`config.mk`:
```
export PLATFORM = sky130hd
export DESIGN_NAME = imem_boot_loader
export DESIGN_NICKNAME = d
export VERILOG_FILES = /design/src/rtl/imem_boot_loader.sv
export SDC_FILE = /design/constraint.sdc
export NUM_CORES = 1
export LEC_CHECK = 0
export CAP_MARGIN = 25
export CORE_MARGIN = 2
export CORE_UTILIZATION = 34
export DETAILED_ROUTE_END_ITERATION = 10
export PLACE_DENSITY = 0.8
export SLEW_MARGIN = 5
export SYNTH_ARGS = -nofsm -noshare
export SYNTH_HDL_FRONTEND = slang
export SYNTH_SLANG_ARGS = --single-unit
export TNS_END_PERCENT = 100
```
`constraint.sdc`:
```
create_clock -name clk -period 1.6 [get_ports clk]
set_input_delay 0.32 -clock clk [delete_from_list [all_inputs] [get_ports clk]]
set_output_delay 0.32 -clock clk [all_outputs]
set_load 0.1 [all_outputs]
```
`src/rtl/imem_boot_loader.sv`:
```
// -----------------------------------------------------------------------------
// imem_boot_loader
//
// Copies PROG_WORDS instruction words from a synchronous boot ROM into the
// instruction-memory write port. It holds the processor in reset during the
// copy and for RST_HOLD cycles after the last write, then releases it. A
// reload pulse while the processor runs restarts the whole sequence.
//
// Sequence after reset release (cycle C0):
//   Cn      rom_addr = n                        (n < PROG_WORDS)
//   C(n+1)  imem_we = 1, imem_addr = 4n, imem_wdata = rom_data
//   then    RST_HOLD cycles with proc_rst still high
//   then    proc_rst = 0, done = 1 until reset or reload
//
// Optional feature (macro IMEM_BOOT_LOADER_CHECKSUM_EN):
//   Each written word is summed modulo 2**DATA_WIDTH. On entry to RUN,
//   checksum_err is set to (sum != EXPECTED_SUM) and held until reset or
//   reload. The processor is released whatever the checksum result is.
//   Without the macro, checksum_err is tied low.
//
// Ports:
//   clk           in   system clock, rising edge
//   rst           in   synchronous active-high reset
//   reload        in   single-cycle restart request, honoured only in RUN
//   rom_addr      out  boot ROM word address (registered)
//   rom_data      in   ROM read data, valid one cycle after rom_addr
//   imem_we       out  instruction-memory write enable (registered)
//   imem_addr     out  instruction-memory byte address (registered)
//   imem_wdata    out  write data, combinational pass-through of rom_data
//   proc_rst      out  active-high reset for the processor (registered)
//   done          out  high while the processor runs (registered)
//   checksum_err  out  load checksum mismatch flag (registered)
// -----------------------------------------------------------------------------
module imem_boot_loader #(
    parameter int                    DATA_WIDTH   = 32,
    parameter int                    ADDR_WIDTH   = 32,
    parameter int                    PROG_WORDS   = 16,
    parameter int                    RST_HOLD     = 2,
    parameter int                    ROM_AW       = 8,
    parameter logic [DATA_WIDTH-1:0] EXPECTED_SUM = {DATA_WIDTH{1'b0}}
) (
    input  logic                  clk,
    input  logic                  rst,
    input  logic                  reload,
    output logic [ROM_AW-1:0]     rom_addr,
    input  logic [DATA_WIDTH-1:0] rom_data,
    output logic                  imem_we,
    output logic [ADDR_WIDTH-1:0] imem_addr,
    output logic [DATA_WIDTH-1:0] imem_wdata,
    output logic                  proc_rst,
    output logic                  done,
    output logic                  checksum_err
);

    // Counters are wide enough to hold PROG_WORDS / RST_HOLD themselves.
    localparam int CNT_W = (PROG_WORDS > 0) ? $clog2(PROG_WORDS + 1) : 1;
    localparam int HLD_W = (RST_HOLD > 0) ? $clog2(RST_HOLD + 1) : 1;

    localparam logic [CNT_W-1:0] PROG_C      = CNT_W'(PROG_WORDS);
    localparam logic [CNT_W-1:0] CNT_ONE_C   = CNT_W'(32'd1);
    localparam logic [HLD_W-1:0] HLD_ONE_C   = HLD_W'(32'd1);
    localparam logic [HLD_W-1:0] HOLD_LAST_C = HLD_W'((RST_HOLD > 0) ? (RST_HOLD - 1) : 0);
    localparam logic             HOLD_EN_C   = (RST_HOLD > 0) ? 1'b1 : 1'b0;

    typedef enum logic [1:0] {
        ST_LOAD = 2'd0,
        ST_HOLD = 2'd1,
        ST_RUN  = 2'd2
    } state_e;

    state_e                  state_q,     state_d;
    logic [CNT_W-1:0]        issue_cnt_q, issue_cnt_d;
    logic [HLD_W-1:0]        hold_cnt_q,  hold_cnt_d;
    logic [ROM_AW-1:0]       rom_addr_q,  rom_addr_d;
    logic                    imem_we_q,   imem_we_d;
    logic [ADDR_WIDTH-1:0]   imem_addr_q, imem_addr_d;
    logic                    proc_rst_q,  proc_rst_d;
    logic                    done_q,      done_d;

    logic [CNT_W-1:0]        issue_next_s;
    logic                    restart_s;
    logic                    run_entry_s;

    // Next-state and registered-output logic of the load sequencer.
    always_comb begin
        state_d      = state_q;
        issue_cnt_d  = issue_cnt_q;
        hold_cnt_d   = hold_cnt_q;
        rom_addr_d   = rom_addr_q;
        imem_we_d    = 1'b0;
        imem_addr_d  = imem_addr_q;
        proc_rst_d   = proc_rst_q;
        done_d       = done_q;
        run_entry_s  = 1'b0;
        issue_next_s = issue_cnt_q + CNT_ONE_C;
        restart_s    = 1'b0;

        case (state_q)
            ST_LOAD: begin
                // The counter stops at PROG_WORDS, so "!=" means "more to issue".
                if (issue_cnt_q != PROG_C) begin
                    imem_we_d   = 1'b1;
                    imem_addr_d = ADDR_WIDTH'({issue_cnt_q, 2'b00});
                    issue_cnt_d = issue_next_s;
                    // rom_addr parks on the last word instead of running past it.
                    if (issue_next_s != PROG_C) begin
                        rom_addr_d = ROM_AW'(issue_next_s);
                    end else begin
                        rom_addr_d = rom_addr_q;
                    end
                end else if (HOLD_EN_C) begin
                    state_d    = ST_HOLD;
                    hold_cnt_d = {HLD_W{1'b0}};
                end else begin
                    state_d     = ST_RUN;
                    proc_rst_d  = 1'b0;
                    done_d      = 1'b1;
                    run_entry_s = 1'b1;
                end
            end
            ST_HOLD: begin
                if (hold_cnt_q == HOLD_LAST_C) begin
                    state_d     = ST_RUN;
                    proc_rst_d  = 1'b0;
                    done_d      = 1'b1;
                    run_entry_s = 1'b1;
                end else begin
                    hold_cnt_d = hold_cnt_q + HLD_ONE_C;
                end
            end
            ST_RUN: begin
                restart_s = reload;
            end
            default: begin
                // Unreachable encoding: recover by restarting the load.
                restart_s = 1'b1;
            end
        endcase

        // A restart looks exactly like a reset to everything downstream.
        if (restart_s) begin
            state_d     = ST_LOAD;
            issue_cnt_d = {CNT_W{1'b0}};
            hold_cnt_d  = {HLD_W{1'b0}};
            rom_addr_d  = {ROM_AW{1'b0}};
            imem_we_d   = 1'b0;
            imem_addr_d = {ADDR_WIDTH{1'b0}};
            proc_rst_d  = 1'b1;
            done_d      = 1'b0;
            run_entry_s = 1'b0;
        end else begin
            run_entry_s = run_entry_s;
        end
    end

    // State and output registers of the load sequencer.
    always_ff @(posedge clk) begin
        if (rst) begin
            state_q     <= ST_LOAD;
            issue_cnt_q <= {CNT_W{1'b0}};
            hold_cnt_q  <= {HLD_W{1'b0}};
            rom_addr_q  <= {ROM_AW{1'b0}};
            imem_we_q   <= 1'b0;
            imem_addr_q <= {ADDR_WIDTH{1'b0}};
            proc_rst_q  <= 1'b1;
            done_q      <= 1'b0;
        end else begin
            state_q     <= state_d;
            issue_cnt_q <= issue_cnt_d;
            hold_cnt_q  <= hold_cnt_d;
            rom_addr_q  <= rom_addr_d;
            imem_we_q   <= imem_we_d;
            imem_addr_q <= imem_addr_d;
            proc_rst_q  <= proc_rst_d;
            done_q      <= done_d;
        end
    end

`ifdef IMEM_BOOT_LOADER_CHECKSUM_EN
    logic [DATA_WIDTH-1:0] sum_q, sum_d;
    logic [DATA_WIDTH-1:0] sum_acc_s;
    logic                  checksum_err_q, checksum_err_d;

    // Checksum accumulation; the word written this cycle is included in
    // the comparison so a RUN entry on the last write sees the full sum.
    always_comb begin
        if (imem_we_q) begin
            sum_acc_s = sum_q + rom_data;
        end else begin
            sum_acc_s = sum_q;
        end
        sum_d          = sum_acc_s;
        checksum_err_d = checksum_err_q;
        if (restart_s) begin
            sum_d          = {DATA_WIDTH{1'b0}};
            checksum_err_d = 1'b0;
        end else if (run_entry_s) begin
            checksum_err_d = (sum_acc_s != EXPECTED_SUM);
        end else begin
            checksum_err_d = checksum_err_q;
        end
    end

    // Checksum registers.
    always_ff @(posedge clk) begin
        if (rst) begin
            sum_q          <= {DATA_WIDTH{1'b0}};
            checksum_err_q <= 1'b0;
        end else begin
            sum_q          <= sum_d;
            checksum_err_q <= checksum_err_d;
        end
    end

    assign checksum_err = checksum_err_q;
`else
    // Without the checksum feature the reference value and the RUN-entry
    // strobe have no consumer.
    logic unused_s;
    assign unused_s     = ^{EXPECTED_SUM, run_entry_s};
    assign checksum_err = 1'b0;
`endif

    assign rom_addr   = rom_addr_q;
    assign imem_we    = imem_we_q;
    assign imem_addr  = imem_addr_q;
    assign imem_wdata = rom_data;
    assign proc_rst   = proc_rst_q;
    assign done       = done_q;

endmodule

```
* Yosys cells after proc, flatten, opt, wreduce, memory -nomap -nowiden *
Cells that the tools add are included.

storage, ports and cells
  bits in registers = 22
  bits of input ports = 35
  output and inout bits = 76
  logic and storage cells = 37

cells by class
  $add $sub $neg = 2
  equality and inequality tests = 8
  mux-type cells = 8
  bitwise operators = 1
  reduce and logical (&&, ||, !) cells = 10

operators with widths
  cell                                                  number
  inequality test 5 bit (second input constant)         2
  AND reduction 3 bit                                   3
  two-way mux 2 bit                                     4
  one-hot mux 2 bit (2 select lines)                    2
  inequality test 2 bit (second input constant)         3
  adder 5 x 1 -> 5 bit (second input constant)          1
  equality test 2 x 1 -> 1 bit (second input constant)  2
  AND reduction 2 bit                                   2
  OR reduction 2 bit                                    2
  OR reduction 3 bit                                    1
  adder 2 x 1 -> 2 bit (second input constant)          1
  equality test 2 bit (second input constant)           1
  zero test 2 bit                                       1
  one-hot mux 1 bit (2 select lines)                    1
  nonzero test 2 bit                                    1
  two-way mux 1 bit                                     1
  inverter 1 bit                                        1

* Logic depth before layout (Yosys ltp) *
  depth after elaboration = 4
  gate-level depth with buffers = 6
  gate-level depth less buffers = 6

* Least setup slack after synthesis *
No wires, ideal clock.

  path type = register to register
  from = register issue_cnt_q[0]
  to = register rom_addr_q[0] (netlist: rom_addr[0])
  library setup time = 123 ps
  arrival time = 1356 ps
  data required time = 1477 ps
  slack = 121 ps
  cell stages (with the launch flop) = 6
  buffers on the path = 0
  period minus slack after synthesis = 1479 ps
  cells stage by stage = dfxtp_1 -> ha_1 -> or3b_1 -> o211ai_2 -> a31oi_4 -> mux2i_1

on the way
  word-level cells in the longest chain between the ends = 3
  elaborated cells on any way between the ends = 4
  those cells by class = add/sub (1); eq/ne (2); reduce/logical (1)

ends and longest elaborated chain
  item                                  line  RTL
  start, declared                       72    logic [CNT_W-1:0] issue_cnt_q, issue_cnt_d;
  start signal, assigned                160   issue_cnt_q <= {CNT_W{1'b0}};
  start signal, assigned                169   issue_cnt_q <= issue_cnt_d;
  adder 5 x 1 -> 5 bit                  95    issue_next_s = issue_cnt_q + CNT_ONE_C;
  inequality test 5 bit                 106   if (issue_next_s != PROG_C) begin
  AND reduction 3 bit (no source line)  n/a
  end signal, assigned                  162   rom_addr_q <= {ROM_AW{1'b0}};
  end signal, assigned                  171   rom_addr_q <= rom_addr_d;
  end, declared                         74    logic [ROM_AW-1:0] rom_addr_q, rom_addr_d;

Parallel ways exist; a longest one is shown, timed or not.
A chain may end at the register's enable or synchronous reset.

* Final worst setup path *
  from = register issue_cnt_q[0]
  to = register rom_addr_q[4] (netlist: rom_addr[4])

The elaborated chain is that of the path after synthesis.

==> impl_metrics.py <==
metrics = {
    "timing": {
        "tns_ps": 0,
        "worst_clock_skew_ps": 1.09,
        "finalCriticalPeriod_ps": 1520,
        "fmaxAchievable_ghz": 0.656,
        "fin_worst_hold_slack_ps": 490,
        "setup_ws_ps": 75.9,
        "final-max-slew-violation-count": 0,
        "post-route-period-util_pct": 95.3,
        "report.final.hold_viol_count": 0,
        "setup_violating_endpoint_count_in_the_final_report": 0,
    },
    "worst_setup_path": {
        "cp_slowest_cell": "sky130_fd_sc_hd__dfxtp_2",
        "crit_path_end_kind": "flip-flop",
        "crit_fanout": 5,
        "critPathMaxStageDelay_ps": 380,
        "worstSetupStartpointType": "flip-flop",
        "timing.setup.critical_path_class": "flip-flop to flip-flop",
        "ordered_list_of_cells_on_the_worst_path": "buf_4 -> ha_1 -> nor4b_2 -> a211oi_2 -> o221a_1",
        "path_delay_family": "flip-flops",
        "crit_path_arrival_time_ps": 1680,
        "cp.buffers_inverters": 1,
        "cp.required_ps": 1760,
    },
    "finish": {
        "num-nets-final": 202,
        "diodes": 0,
        "finalCoreUtilization_pct": 36.1,
        "layout.cells.non_filler": 214,
        "fraction_of_layout_instances_using_a_drive_strength_above_1_pct": 19.8,
        "area_delta_synth_final_pct": 3.40,
    },
    "synth": {
        "postSynth.asyncResetShare_pct": 0,
        "mean_area_per_synthesized_cell_um2": 8.43,
        "synth.cell_area_um2": 1510,
        "synth_top_cell_area_share_pct": 32.3,
        "synthAdderAreaFrac_pct": 3.32,
        "synth-warning-count": 0,
        "synth_area_leader_cell": "sky130_fd_sc_hd__buf_4",
        "area_fraction_in_and_or_nand_and_nor_cells_after_synthesis_pct": 16.4,
        "yosys.cell_count.top_type": "sky130_fd_sc_hd__buf_4",
        "synthTopCellsByCount": "sky130_fd_sc_hd__buf_4, sky130_fd_sc_hd__dfxtp_1, sky130_fd_sc_hd__nand2_1",
        "post_synthesis_compound_gate_area_fraction_pct": 10.4,
        "postSynthRegisterBits": 22,
        "netlist_top_cells_area": "sky130_fd_sc_hd__buf_4, sky130_fd_sc_hd__dfxtp_1, sky130_fd_sc_hd__nand2_1",
        "synthCells": 179,
        "dominantRegCellSynth": "sky130_fd_sc_hd__dfxtp_1",
        "synth_enable_flop_cells": 0,
        "synth_cell_types": 36,
        "synth_xor_xnor_area_share_pct": 4.64,
        "synth-seq-area-share_pct": 29.2,
        "multiplexer_share_of_the_synthesized_area_pct": 1.33,
        "combinational_family_with_the_most_area_after_synthesis": "buffers and inverters",
    },
    "die": {
        "fp.coreArea_um2": 4320,
        "initial_core_utilization_pct": 34.9,
        "die_area_um2": 4990,
        "floorplan.io_pins": 111,
        "fp.dieW_um": 70.6,
        "floorplan.rows": 24,
        "die-height_um": 70.6,
    },
    "power_and_ir_drop": {
        "power_density_nw_per_um2": 974,
        "p_leak_uw": 0.000659,
        "irDropWorstVdd_mv": 0.356,
    },
    "route": {
        "detailedRoute.firstPassIterationCount": 4,
        "vias_per_cell": 4.36,
        "detail_route.wirelength_um": 2330,
        "dr.first_iter.drc_count": 46,
        "route.met2.wl_um": 1160,
        "detail_route.wirelength.met1_um": 902,
        "remaining_drc_errors": 0,
        "drt.antenna.violating_nets": 0,
        "highest_layer": "met4",
        "route.met3.wl_um": 182,
        "route.detailed.wl_per_inst_um": 10.9,
        "count_of_vias_placed_by_the_detailed_router": 934,
    },
    "clocking": {
        "cts-htree-levels": 1,
        "clock_tree.root_cell": "sky130_fd_sc_hd__clkbuf_8",
        "cts_made_buffers": 3,
        "numClockSinks": 22,
        "clock_insertion_delay_worst_skew_ps": 260,
        "cts_tree": "built",
        "max_clock_buf_depth": 2,
        "post_cts_resized": 1,
        "cts-hold-fix-buffers": 0,
        "clk_transition_reported_paths_ps": 80,
        "postCtsSetupRepairBufs": 0,
    },
    "global_route": {
        "maximum_number_of_pins_on_one_net_before_global_route_repair": 14,
        "grtUsageTotal_pct": 9.53,
        "grt_pass1_wl_um": 3760,
        "grt_pass1_vias": 829,
        "grt.overflow.total": 0,
        "antenna_violations_before_repair": 0,
    },
    "placed_design": {
        "place.gp.congestion": 0.784,
        "pre_cts_setup_slack_ps": -22.8,
        "portBuffers": 15,
        "hpwlAfterDp_um": 1700,
        "post-place-cells": 210,
    },
    "hold_path": {
        "worstHoldPathType": "flip-flop to flip-flop",
    },
    "job": {
        "maxCapViolations": 0,
    },
    "run_status": {
        "outcome": "completed",
    },
}
==> registers in the layout (all words and copies together) (netlist names) <==
name	cells
hold_cnt_q	2
proc_rst	1
done	1
imem_we	1
imem_addr	5
state_q	2
rom_addr	5
issue_cnt_q	5
==> placed cells by master (no fill, tap or decap), types with 2 or more instances in the layout <==
cell	instances
sky130_fd_sc_hd__dfxtp_2	2
sky130_fd_sc_hd__ha_1	3
sky130_fd_sc_hd__conb_1	31
sky130_fd_sc_hd__nor2_1	12
sky130_fd_sc_hd__nor2_2	2
sky130_fd_sc_hd__xor2_1	5
sky130_fd_sc_hd__o21ai_1	2
sky130_fd_sc_hd__a21oi_1	9
sky130_fd_sc_hd__xnor2_1	3
sky130_fd_sc_hd__a22oi_1	2
sky130_fd_sc_hd__nand3_1	3
sky130_fd_sc_hd__nor4b_1	2
sky130_fd_sc_hd__buf_4	3
sky130_fd_sc_hd__nor2b_1	2
sky130_fd_sc_hd__clkdlybuf4s50_1	2
sky130_fd_sc_hd__nand2_1	17
sky130_fd_sc_hd__mux2i_1	2
sky130_fd_sc_hd__buf_12	13
sky130_fd_sc_hd__inv_1	4
sky130_fd_sc_hd__clkbuf_8	4
sky130_fd_sc_hd__dfxtp_1	20
==> power by group <==
part | switching [uW] | internal [uW]
Clock | 174 | 219
Combinational | 449 | 81.9
Sequential | 28.0 | 568
Total | 651 | 869
==> cell type report <==
class,count,area [um2]
Clock buffer,4,55.1
Sequential cell,22,443
Multi-Input combinational cell,114,679
Inverter,4,15.0
Fill cell,444,2760
Timing Repair Buffer,18,303
Tap cell,52,65.1
==> layer usage <==
| layer | vias up | track usage [%] |
|---|---|---|
| met5 | - | 0 |
| met4 | 0 | 8.81 |
| met3 | 11 | 2.71 |
| met2 | 38 | 15.1 |
| met1 | 424 | 10.2 |
| li1 | 461 | - |
==> path summary, 6_finish.rpt <==
check | start | end | slack, ps | cells past startpoint
worst min register to register | proc_rst$_SDFFE_PP1P_ | proc_rst$_SDFFE_PP1P_ | 490 | 2
worst max register to register | issue_cnt_q[0]$_SDFFE_PP0P_ | rom_addr[4]$_SDFFE_PP0P_ | 80 | 5
worst min-delay path | proc_rst$_SDFFE_PP1P_ | proc_rst$_SDFFE_PP1P_ | 490 | 2
worst max-delay path | issue_cnt_q[0]$_SDFFE_PP0P_ | rom_addr[4]$_SDFFE_PP0P_ | 80 | 5
==> stage by stage <==
stage | cell area [um2] | total power, uW
after floorplan | 1620 | 1490
after global placement | 1480 | 1130
after detailed placement | 1480 | 1140
after CTS | 1540 | 1530
after global routing | 1560 | 1580
final | 1560 | 1520
==> kinds of logic (layout without fill, tap and decap cells) <==
family,Yosys count,in the layout
buffers and inverters,73,26
and+or+nand+nor,48,48
DFF,22,22
AOI/OAI and AO/OA,21,21
xor gates and xnor gates,8,8
adders and majority gates,4,4
muxes,2,2
other,1,31
==> worst reg2reg max path, stage by stage (launching register included) <==
cell and delay [ps]:
sky130_fd_sc_hd__dfxtp_2 380, sky130_fd_sc_hd__buf_4 140, sky130_fd_sc_hd__ha_1 250, sky130_fd_sc_hd__nor4b_2 310, sky130_fd_sc_hd__a211oi_2 100, sky130_fd_sc_hd__o221a_1 250
Power figures use the tool's default switching activity.
